`config.mk`:
```
export PLATFORM = sky130hd
export DESIGN_NAME = boot_loader
export DESIGN_NICKNAME = d
export VERILOG_FILES = /design/src/rtl/boot_pkg.sv /design/src/rtl/byte_packer.sv /design/src/rtl/boot_loader.sv
export SDC_FILE = /design/constraint.sdc
export NUM_CORES = 1
export LEC_CHECK = 0
export BUFFER_PORTS_ARGS = -buffer_cell sky130_fd_sc_hd__clkbuf_2
export CELL_PAD_IN_SITES_DETAIL_PLACEMENT = 1
export CELL_PAD_IN_SITES_GLOBAL_PLACEMENT = 1
export CORE_ASPECT_RATIO = 1.2
export CORE_UTILIZATION = 47
export CTS_CLUSTER_DIAMETER = 80
export DETAILED_ROUTE_END_ITERATION = 7
export GPL_TIMING_DRIVEN = 0
export PLACE_DENSITY_LB_ADDON = 0.1
export SLEW_MARGIN = 25
export SYNTH_ARGS = -nofsm -noshare
export SYNTH_HDL_FRONTEND = slang
export SYNTH_SLANG_ARGS = --single-unit
```
`constraint.sdc`:
```
create_clock -name clk -period 4.9 [get_ports clk]
set_input_delay 0.98 -clock clk [delete_from_list [all_inputs] [get_ports clk]]
set_output_delay 0.98 -clock clk [all_outputs]
set_load 0.01 [all_outputs]
```
`src/rtl/boot_pkg.sv`:
```
// Shared boot-sequencer definitions: loader state encodings used by CPU-side blocks.
package boot_pkg;

    localparam int unsigned BYTE_W = 8;

    typedef enum logic [2:0] {
        ST_LEN  = 3'd0,
        ST_DATA = 3'd1,
        ST_CSUM = 3'd2,
        ST_RUN  = 3'd3,
        ST_ERR  = 3'd4
    } boot_state_e;

endpackage

```
`src/rtl/byte_packer.sv`:
```
// Byte-to-word assembler, little-endian (first byte lands in bits [7:0]).
module byte_packer
    import boot_pkg::*;
#(
    parameter int unsigned DATA_W = 32
) (
    input  logic              clk,
    input  logic              rst,
    input  logic              clr,
    input  logic              byte_valid,
    input  logic [7:0]        byte_data,
    output logic              last_c,
    output logic [DATA_W-1:0] word_c,
    output logic              word_valid,
    output logic [DATA_W-1:0] word
);

    localparam int unsigned NB    = DATA_W / BYTE_W;
    localparam int unsigned CNT_W = $clog2(NB);
    localparam int unsigned SH_W  = DATA_W - BYTE_W;

    logic [CNT_W-1:0] cnt;
    logic [SH_W-1:0]  shift;

    // Newest byte enters at the top, so after NB bytes the first one sits at the bottom.
    assign last_c = byte_valid && (cnt == CNT_W'(NB - 1));
    assign word_c = {byte_data, shift};

    always_ff @(posedge clk or posedge rst) begin
        if (rst) begin
            cnt        <= '0;
            shift      <= '0;
            word_valid <= 1'b0;
            word       <= '0;
        end else begin
            word_valid <= 1'b0;
            if (clr) begin
                cnt   <= '0;
                shift <= '0;
            end else if (byte_valid) begin
                shift <= word_c[DATA_W-1:BYTE_W];
                if (last_c) begin
                    cnt        <= '0;
                    word       <= word_c;
                    word_valid <= 1'b1;
                end else begin
                    cnt <= cnt + CNT_W'(1);
                end
            end
        end
    end

endmodule

```
`src/rtl/boot_loader.sv`:
```
// Streams a length-prefixed image into instruction memory, then releases the CPU.
// Optional trailing checksum word enabled by defining BOOT_LOADER_CHECKSUM_EN.
module boot_loader
    import boot_pkg::*;
#(
    parameter int unsigned DATA_W = 32,
    parameter int unsigned ADDR_W = 8,
    parameter int unsigned DEPTH  = 256
) (
    input  logic              clk,
    input  logic              rst,
    input  logic              in_valid,
    input  logic [7:0]        in_data,
    output logic              in_ready,
    input  logic              reload,
    output logic              mem_we,
    output logic [ADDR_W-1:0] mem_addr,
    output logic [DATA_W-1:0] mem_wdata,
    output logic              cpu_rst_n,
    output logic              done,
    output logic              error
);

    localparam int unsigned CNT_W = ADDR_W + 1;

`ifdef BOOT_LOADER_CHECKSUM_EN
    localparam boot_state_e AFTER_DATA = ST_CSUM;
    logic [DATA_W-1:0] sum;
`else
    localparam boot_state_e AFTER_DATA = ST_RUN;
`endif

    boot_state_e       state, state_next;
    logic              acc_c, clr_c, last_c, last_write_c, word_valid;
    logic [DATA_W-1:0] word_c, word;
    logic [CNT_W-1:0]  n_words;

    assign acc_c        = in_valid && in_ready;
    assign clr_c        = reload && ((state == ST_RUN) || (state == ST_ERR));
    assign last_write_c = mem_we && ((CNT_W'(mem_addr) + CNT_W'(1)) == n_words);

    byte_packer #(.DATA_W(DATA_W)) u_packer (
        .clk        (clk),
        .rst        (rst),
        .clr        (clr_c),
        .byte_valid (acc_c),
        .byte_data  (in_data),
        .last_c     (last_c),
        .word_c     (word_c),
        .word_valid (word_valid),
        .word       (word)
    );

    always_ff @(posedge clk or posedge rst) begin
        if (rst) state <= ST_LEN;
        else     state <= state_next;
    end

    always_comb begin
        state_next = state;
        unique case (state)
            ST_LEN: begin
                if (word_valid) begin
                    if (word > DATA_W'(DEPTH))  state_next = ST_ERR;
                    else if (word == '0)        state_next = AFTER_DATA;
                    else                        state_next = ST_DATA;
                end
            end
            ST_DATA: begin
                if (last_write_c) state_next = AFTER_DATA;
            end
            ST_CSUM: begin
`ifdef BOOT_LOADER_CHECKSUM_EN
                if (word_valid) state_next = (word == sum) ? ST_RUN : ST_ERR;
`else
                state_next = ST_ERR;
`endif
            end
            ST_RUN, ST_ERR: begin
                if (reload) state_next = ST_LEN;
            end
            default: state_next = ST_ERR;
        endcase
    end

    // Status outputs track the state being entered so they line up with the state itself.
    always_ff @(posedge clk or posedge rst) begin
        if (rst) begin
            in_ready  <= 1'b1;
            mem_we    <= 1'b0;
            mem_addr  <= '0;
            mem_wdata <= '0;
            cpu_rst_n <= 1'b0;
            done      <= 1'b0;
            error     <= 1'b0;
            n_words   <= '0;
        end else begin
            in_ready  <= (state_next == ST_LEN) || (state_next == ST_DATA) ||
                         (state_next == ST_CSUM);
            cpu_rst_n <= (state_next == ST_RUN);
            done      <= (state_next == ST_RUN);
            error     <= (state_next == ST_ERR);
            mem_we    <= (state == ST_DATA) && last_c;
            if ((state == ST_DATA) && last_c) mem_wdata <= word_c;
            if (clr_c)       mem_addr <= '0;
            else if (mem_we) mem_addr <= mem_addr + ADDR_W'(1);
            if (clr_c)                             n_words <= '0;
            else if ((state == ST_LEN) && word_valid) n_words <= CNT_W'(word);
        end
    end

`ifdef BOOT_LOADER_CHECKSUM_EN
    // Running modulo sum of every written word, compared against the trailing word.
    always_ff @(posedge clk or posedge rst) begin
        if (rst)         sum <= '0;
        else if (clr_c)  sum <= '0;
        else if (mem_we) sum <= sum + mem_wdata;
    end
`endif

endmodule

```
## Word level (Yosys, flattened, before mapping)

Index checks and enable logic that the tools add are counted.
Widths: inputs -> output; s select.

| cells by class | value |
|---|---|
| bitwise logic cells | 1 |
| add/subtract/negate cells | 3 |
| multiplexer cells | 18 |
| reduce and logical (&&, ||, !) cells | 17 |
| order comparisons | 1 |
| equal/unequal tests | 9 |

Operators with widths:

| operator | number |
|---|---|
| $mux 24 | 2 |
| $gt 32x9->1 const B | 1 |
| $logic_not 32->1 | 1 |
| $mux 9 | 2 |
| $mux 8 | 2 |
| $mux 3 | 4 |
| $add 8x1->9 const B | 1 |
| $eq 3x2->1 const B | 3 |
| $eq 9x9->1 | 1 |
| $pmux 3 s3 | 1 |
| $add 8x1->8 const B | 1 |
| $mux 2 | 4 |
| $eq 3x1->1 const B | 2 |
| $eq 3x3->1 const B | 2 |
| $logic_and 1x1->1 | 6 |
| $logic_not 3->1 | 2 |
| $reduce_bool 2->1 | 3 |
| $logic_or 1x1->1 | 3 |
| $mux 1 | 3 |
| $reduce_and 3->1 | 1 |
| $add 2x1->2 const B | 1 |
| $eq 2x2->1 const B | 1 |
| $reduce_or 2->1 | 1 |
| $not 1->1 | 1 |

| storage, ports and cells | value |
|---|---|
| bits of input ports | 12 |
| flip-flop bits (word level) | 115 |

## Longest topological paths before layout

Gate-level depths: netlist of run 1.

| logic depth | value |
|---|---|
| depth in word-level cells | 8 |
| depth in mapped cells | 8 |
| mapped depth without buffers | 6 |

## Hierarchy

A second synthesis of run 1 with hierarchy kept.

| unflattened totals | value |
|---|---|
| cell total of the unflattened synthesis | 389 |
| area, all modules | 5088.6 um2 |

By module, submodules not included:

| module | area an instance (um2) | sequential area each (um2) | cells an instance | times used |
|---|---|---|---|---|
| boot_loader | 2611.3 | 1402.6 | 224 | 1 |
| byte_packer | 2477.4 | 1476.4 | 165 | 1 |

## Worst setup path before layout of run 1

OpenSTA, ideal clock, no wires.

| path | value |
|---|---|
| path type | in2reg |
| start | input in_valid |
| end | register mem_wdata[0] |
| path slack | 2.745 ns |
| arrival | 2.028 ns |
| library setup time | 0.128 ns |
| data required time | 4.772 ns |
| buffers on the path | 1 |
| stages on the path | 4 |
| cell sequence | nand3_1 > nor4_2 > buf_2 > mux2_1 |

| between the ends | value |
|---|---|
| cells in the longest elaborated chain, start to end | 3 |

Ends and longest elaborated chain:

| what | line | text |
|---|---|---|
| start, declared | boot_loader.sv:12 | `input logic in_valid,` |
| $logic_and 1x1->1 | boot_loader.sv:38 | `assign acc_c = in_valid && in_ready;` |
| $logic_and 1x1->1 | byte_packer.sv:26 | `assign last_c = byte_valid && (cnt == CNT_W'(NB - 1));` |
| $logic_and 1x1->1 | boot_loader.sv:104 | `if ((state == ST_DATA) && last_c) mem_wdata <= word_c;` |
| end signal, assigned | boot_loader.sv:104 |  |
| end, declared | boot_loader.sv:18 | `output logic [DATA_W-1:0] mem_wdata,` |

Every way passes these cells.
A chain may end at the register's enable or synchronous reset.

## Worst setup path after layout of run 1

| path | value |
|---|---|
| start | input in_valid |
| end | register mem_wdata[5] |

Same word-level chain as after synthesis.

==> results of run 1 <==
[metal layers]
metal	vias up	global-route usage	share of wire	wire [um]
li1	1401	-	-	-
met1	1587	0.267	0.41	4220
met2	60	0.410	0.54	5650
met3	19	0.0562	0.025	263
met4	0	0.0954	0.024	251
met5	-	0	0	0
[logic make-up (layout without fill, tap and decap cells)]
| group | count (synthesis) | after routing | synth area share |
|---|---|---|---|
| compound gates | 48 | 48 | 0.0784 |
| simple gates | 73 | 73 | 0.0806 |
| fa+ha+maj | 2 | 2 | 0.00537 |
| mux | 65 | 65 | 0.157 |
| xor+xnor | 20 | 20 | 0.0376 |
| buf+inv | 23 | 112 | 0.0231 |
| flops | 115 | 115 | 0.618 |
[registers in the layout, indices dropped and copies added (netlist names), 2 cells and up]
name / cells
u_packer.word: 32
u_packer.cnt: 2
u_packer.shift: 24
state: 3
mem_addr: 8
n_words: 9
mem_wdata: 32
[worst min path at each step]
| stage | to | cells past startpoint | startpoint |
|---|---|---|---|
| 2_1_floorplan | u_packer.word[13] | 1 | u_packer.word[13] |
| 3_3_place_gp | mem_wdata[29] | 1 | mem_wdata[29] |
| 3_5_place_dp | mem_wdata[27] | 1 | mem_wdata[27] |
| 4_1_cts | mem_wdata[27] | 1 | mem_wdata[27] |
| 5_1_grt | u_packer.word[18] | 1 | u_packer.word[18] |
| 6_report | mem_wdata[27] | 1 | mem_wdata[27] |
[report_power, final]
group          switching [W]  internal [W]
registers           0.000243       0.00124
logic               0.000300      0.000303
clock network       0.000401      0.000762
total               0.000944       0.00230
[critical path, delay by kind of cell]
kind	cells	cell delay [ps]
simple gates	2	720
mux	1	370
buf+inv	2	540
[cells in the mapped netlist, types with 3 or more instances]
library cell / instances / share of area
dfrtp_1: 114 / 0.61
mux2_1: 61 / 0.15
a22o_1: 26 / 0.049
nand2_1: 26 / 0.021
nor2_1: 13 / 0.010
a21oi_1: 12 / 0.013
xnor2_1: 10 / 0.019
xor2_1: 10 / 0.019
buf_2: 8 / 0.0086
nor4_1: 8 / 0.011
nand4_1: 7 / 0.0094
clkbuf_1: 5 / 0.0040
inv_1: 4 / 0.0032
nand3_1: 4 / 0.0043
buf_1: 3 / 0.0024
mux2_2: 3 / 0.0073
nor2b_1: 3 / 0.0040
[area by class of cell]
cell class,count,area share
Inverter,5,0.00418
Sequential cell,115,0.506
Clock inverter,4,0.00792
Buffer,18,0.0156
Clock buffer,28,0.0909
Multi-Input combinational cell,208,0.294
Tap cell,123,0.0271
Timing Repair Buffer,57,0.0541
[through the flow]
stage	hold slack (ps)	utilization	setup slack [ps]	setup TNS, ps
detailed placement	474	0.536	2090	0
global placement	467	0.532	-411	-45880
finish	481	0.595	2570	0
floorplan	458	-	878	0
CTS	485	0.595	2510	0
global route	507	0.595	2400	0
==> out/metrics.yaml, run 1 <==
vias: 3067
synthCells: 346
insertion_delay_ps: 410
place_congestion: 0.811
drt_pass1_iterations: 4
drv_slew: 0
stdcell_area_um2: 5690
detail_route.wl_per_cell_um: 18.6
multi_input_area_um2: 1670
wirelength_um: 10400
synth_cell_types: 42
grt_max_degree: 64
rsz0062_at_grt: "false"
final_common_cell: "dfrtp_1"
worstReg2RegEnd: "u_packer.shift[11]"
fillers: 957
rrSetupSlack_ps: 2690
skew_ps: 6.59
antenna_found_initial: 0
clkTransAtPathRegs_ps: 50
synth_edf_count: 0
hold_path.class: "reg -> reg"
worstPathRequired_ps: 5180
cts_tree: "done"
ant_nets: 0
crit_path_max_fanout: 10
endpoint: "mem_wdata[5]"
area_growth_syn_to_layout_pct: 22.1
p_total_w: 0.00324
coreArea_um2: 9560
grt_use_total: 0.233
synth_seq_cells: 115
cts_sinks: 115
period_share: 0.476
drive_gt1_frac: 0.237
post_cts_buffers: 0
period_needed_ps: 2330
first_global_vias: 3415
route.detailed.drc: 0
syn_area_um2: 4660
ir_drop_v: 0.000351
nets: 436
initial_core_util: 0.487
drt_iter0_markers: 88
crit_arrival_ps: 2610
slowest_stage: "nor4_2"
critPathMaxStageDelay_ps: 600
startpoint_type: "primary input"
io_pins: 57
cp-end-kind: "flip-flop"
worst-setup-path-type: "in -> reg"
synth.avg_cell_area_um2: 13.5
htreeDepth: 4
die_area_um2: 10300
layout_common_cells: "dfrtp_1, mux2_1, clkbuf_2"
syn-num-nets: 360
yosys_warnings: 0
crit_chain: "clkbuf_2 > nand3_1 > nor4_2 > buf_2 > mux2_1"
dp.cells: 526
clockBufferDepth: 2
pwr_density_cell_nw_per_um2: 570
grt_first_pass_wirelength_um: 18000
reg2reg_from: "state[0]"
place_hpwl_um: 7040
fmax_ghz: 0.429
r2r_cells: 7
status: "finished, final reports clean"
finalNonFillerCells: 558
cts_resized: 0
rows: 39
drv_cap: 0
place_area_um2: 5120
num_antenna_cells: 0
leakage_nw: 2.87
cts_made_buffers: 17
synth_ff_type: "dfrtp_1"
seq_area_um2: 2880
vias_per_cell: 5.50
finalHoldViolCount: 0
async_flop_share: 1.00
fp.dieH_um: 111
grt_overflow_total: 0
slew_headroom: 0.333
worst_slew_pin_slew_ps: 998
yosysSeqAreaShare: 0.618
postCtsHoldBufs: 0
port_buffers: 56
setup_viol_count_final: 0
critical_path.startpoint: "in_valid"
die_w_um: 92.9
cts_root_buf: "clkbuf_16"
Power figures use the tool's default switching activity.
==> run 2: changes to the inputs <==
--- a/config.mk
+++ b/config.mk
@@ -9,7 +9,7 @@
 export CELL_PAD_IN_SITES_DETAIL_PLACEMENT = 1
 export CELL_PAD_IN_SITES_GLOBAL_PLACEMENT = 1
 export CORE_ASPECT_RATIO = 1.2
-export CORE_UTILIZATION = 47
+export CORE_UTILIZATION = 42
 export CTS_CLUSTER_DIAMETER = 80
 export DETAILED_ROUTE_END_ITERATION = 7
 export GPL_TIMING_DRIVEN = 0
==> constraint.sdc (replaced) <==
create_clock -name clk -period 2 [get_ports clk]
set_input_delay 0.4 -clock clk [delete_from_list [all_inputs] [get_ports clk]]
set_output_delay 0.4 -clock clk [all_outputs]
set_load 0.01 [all_outputs]
==> run 2 against run 1 <==
  * Final cell count increased by 2.0%
  * First-iteration DRC count decreased by 23%
  * Critical path depth unchanged
  * Sequential cell count unchanged
  * Clock skew decreased by 0.61 ps
  * Non-clock buffer count increased by 5
  * Highest routed layer unchanged
==> out/metrics.yaml, run 2 (synthesis gave the netlist of run 1 again) <==
status: "finished, final reports clean"
initial_core_util: 0.437
ir_drop_v: 0.000850
vias_per_cell: 5.31
worst_slew_pin_slew_ps: 597
crit_chain: "buf_6 > or4b_1 > or2_1 > o41a_1 > o211a_1"
cp-end-kind: "flip-flop"
dp_slack_ps: -234
grt_overflow_total: 0
period_needed_ps: 1920
startpoint_type: "flip-flop"
num_antenna_cells: 0
period_share: 0.958
min-delay-start: "in_data[6]"
clockBufferDepth: 2
rows: 41
top_regs: "mem_wdata: 32 flops, u_packer.word: 32 flops, u_packer.shift: 24 flops"
coreArea_um2: 10700
rsz0062_at_grt: "true"
antenna_found_initial: 0
critPathMaxStageDelay_ps: 540
final_common_cell: "dfrtp_1"
die_w_um: 98.1
finalHoldViolCount: 0
drt_pass1_iterations: 6
skew_ps: 5.97
io_pins: 57
detail_route.wl_per_cell_um: 18.1
stdcell_area_um2: 5890
fmax_ghz: 0.522
p_total_w: 0.00812
first_global_vias: 3338
crit_family: "simple AND/OR/NAND/NOR gates"
port_buffers: 56
crit_path_max_fanout: 9
drv_slew: 0
pwr_density_cell_nw_per_um2: 1380
fillers: 1073
wirelength_um: 10300
critical_path.startpoint: "state[1]"
slew_headroom: 0.600
vias: 3024
multi_input_area_um2: 1730
worst-setup-path-type: "reg -> reg"
critPathBufInv: 1
cts_tree: "done"
fin_util: 0.552
die_area_um2: 11500
drt_iter0_markers: 68
seq_area_um2: 2880
route.detailed.drc: 0
ant_nets: 0
grt_max_degree: 33
worstPathRequired_ps: 2330
drv_cap: 0
slowest_stage: "or4b_1"
setup_viol_count_final: 0
htreeDepth: 4
layout_common_cells: "dfrtp_1, mux2_1, clkbuf_2"
place_area_um2: 5200
insertion_delay_ps: 410
layout_setup_ws_ps: 83.5
crit_arrival_ps: 2250
grt_first_pass_wirelength_um: 17900
fp.dieH_um: 117
nets: 441
drive_gt1_frac: 0.277
clkTransAtPathRegs_ps: 50
grt_use_total: 0.204
hold_path.class: "in -> reg"
place_congestion: 0.763
area_growth_syn_to_layout_pct: 26.4
cts_made_buffers: 17
reg2reg_from: "state[1]"
cts_sinks: 115
cts_root_buf: "clkbuf_16"
leakage_nw: 2.93
place_hpwl_um: 7400
run 2: final cells by class:
class                      instances  area share
buffer                            18      0.0193
clock inverter                     9      0.0174
tap                              129      0.0274
multi-input combinational        208       0.293
clock buffer                      23      0.0829
timing repair buffer              62      0.0667
inverter                           5     0.00382
sequential                       115       0.489
run 2: what timing repair did:
item	4_1_cts	5_1_grt
hold endpoints to repair	11	0
pin swaps	2	1
gates resized for setup	10	18
setup endpoints to repair	89	91
setup buffers	1	0
hold buffers	1	0
run 2: through the flow:
step	hold WS, ps	std cells	setup TNS (ps)
3_5_place_dp	432	535	-14370
5_1_grt	233	569	-55.0
6_report	240	569	0
2_1_floorplan	458	346	0
3_3_place_gp	468	531	-77090
4_1_cts	228	569	-0.153
run 2: where the power goes:
| part | switching (W) | internal, W | total (W) |
|---|---|---|---|
| combinational | 0.000744 | 0.000782 | 0.00153 |
| sequential | 0.000603 | 0.00303 | 0.00363 |
| clock | 0.00101 | 0.00195 | 0.00296 |
| total | 0.00236 | 0.00576 | 0.00812 |
run 2: layer usage:
layer / global-route usage / routed length (um) / vias to the layer above
met5: 0 / 0 / -
met4: 0.0784 / 170 / 0
met3: 0.0548 / 323 / 15
met2: 0.354 / 5510 / 48
met1: 0.241 / 4280 / 1559
li1: - / - / 1402
run 2: final timing paths:
check                                    end  slack [ps]  depth (start not counted)
min reg2reg                    mem_wdata[10]         480                          1
min                        u_packer.word[30]         240                          2
max reg2reg                         in_ready          80                          5
max in group asynchronous           in_ready         880                          4
min in group asynchronous       mem_wdata[4]         550                          3
max                                 in_ready          80                          5
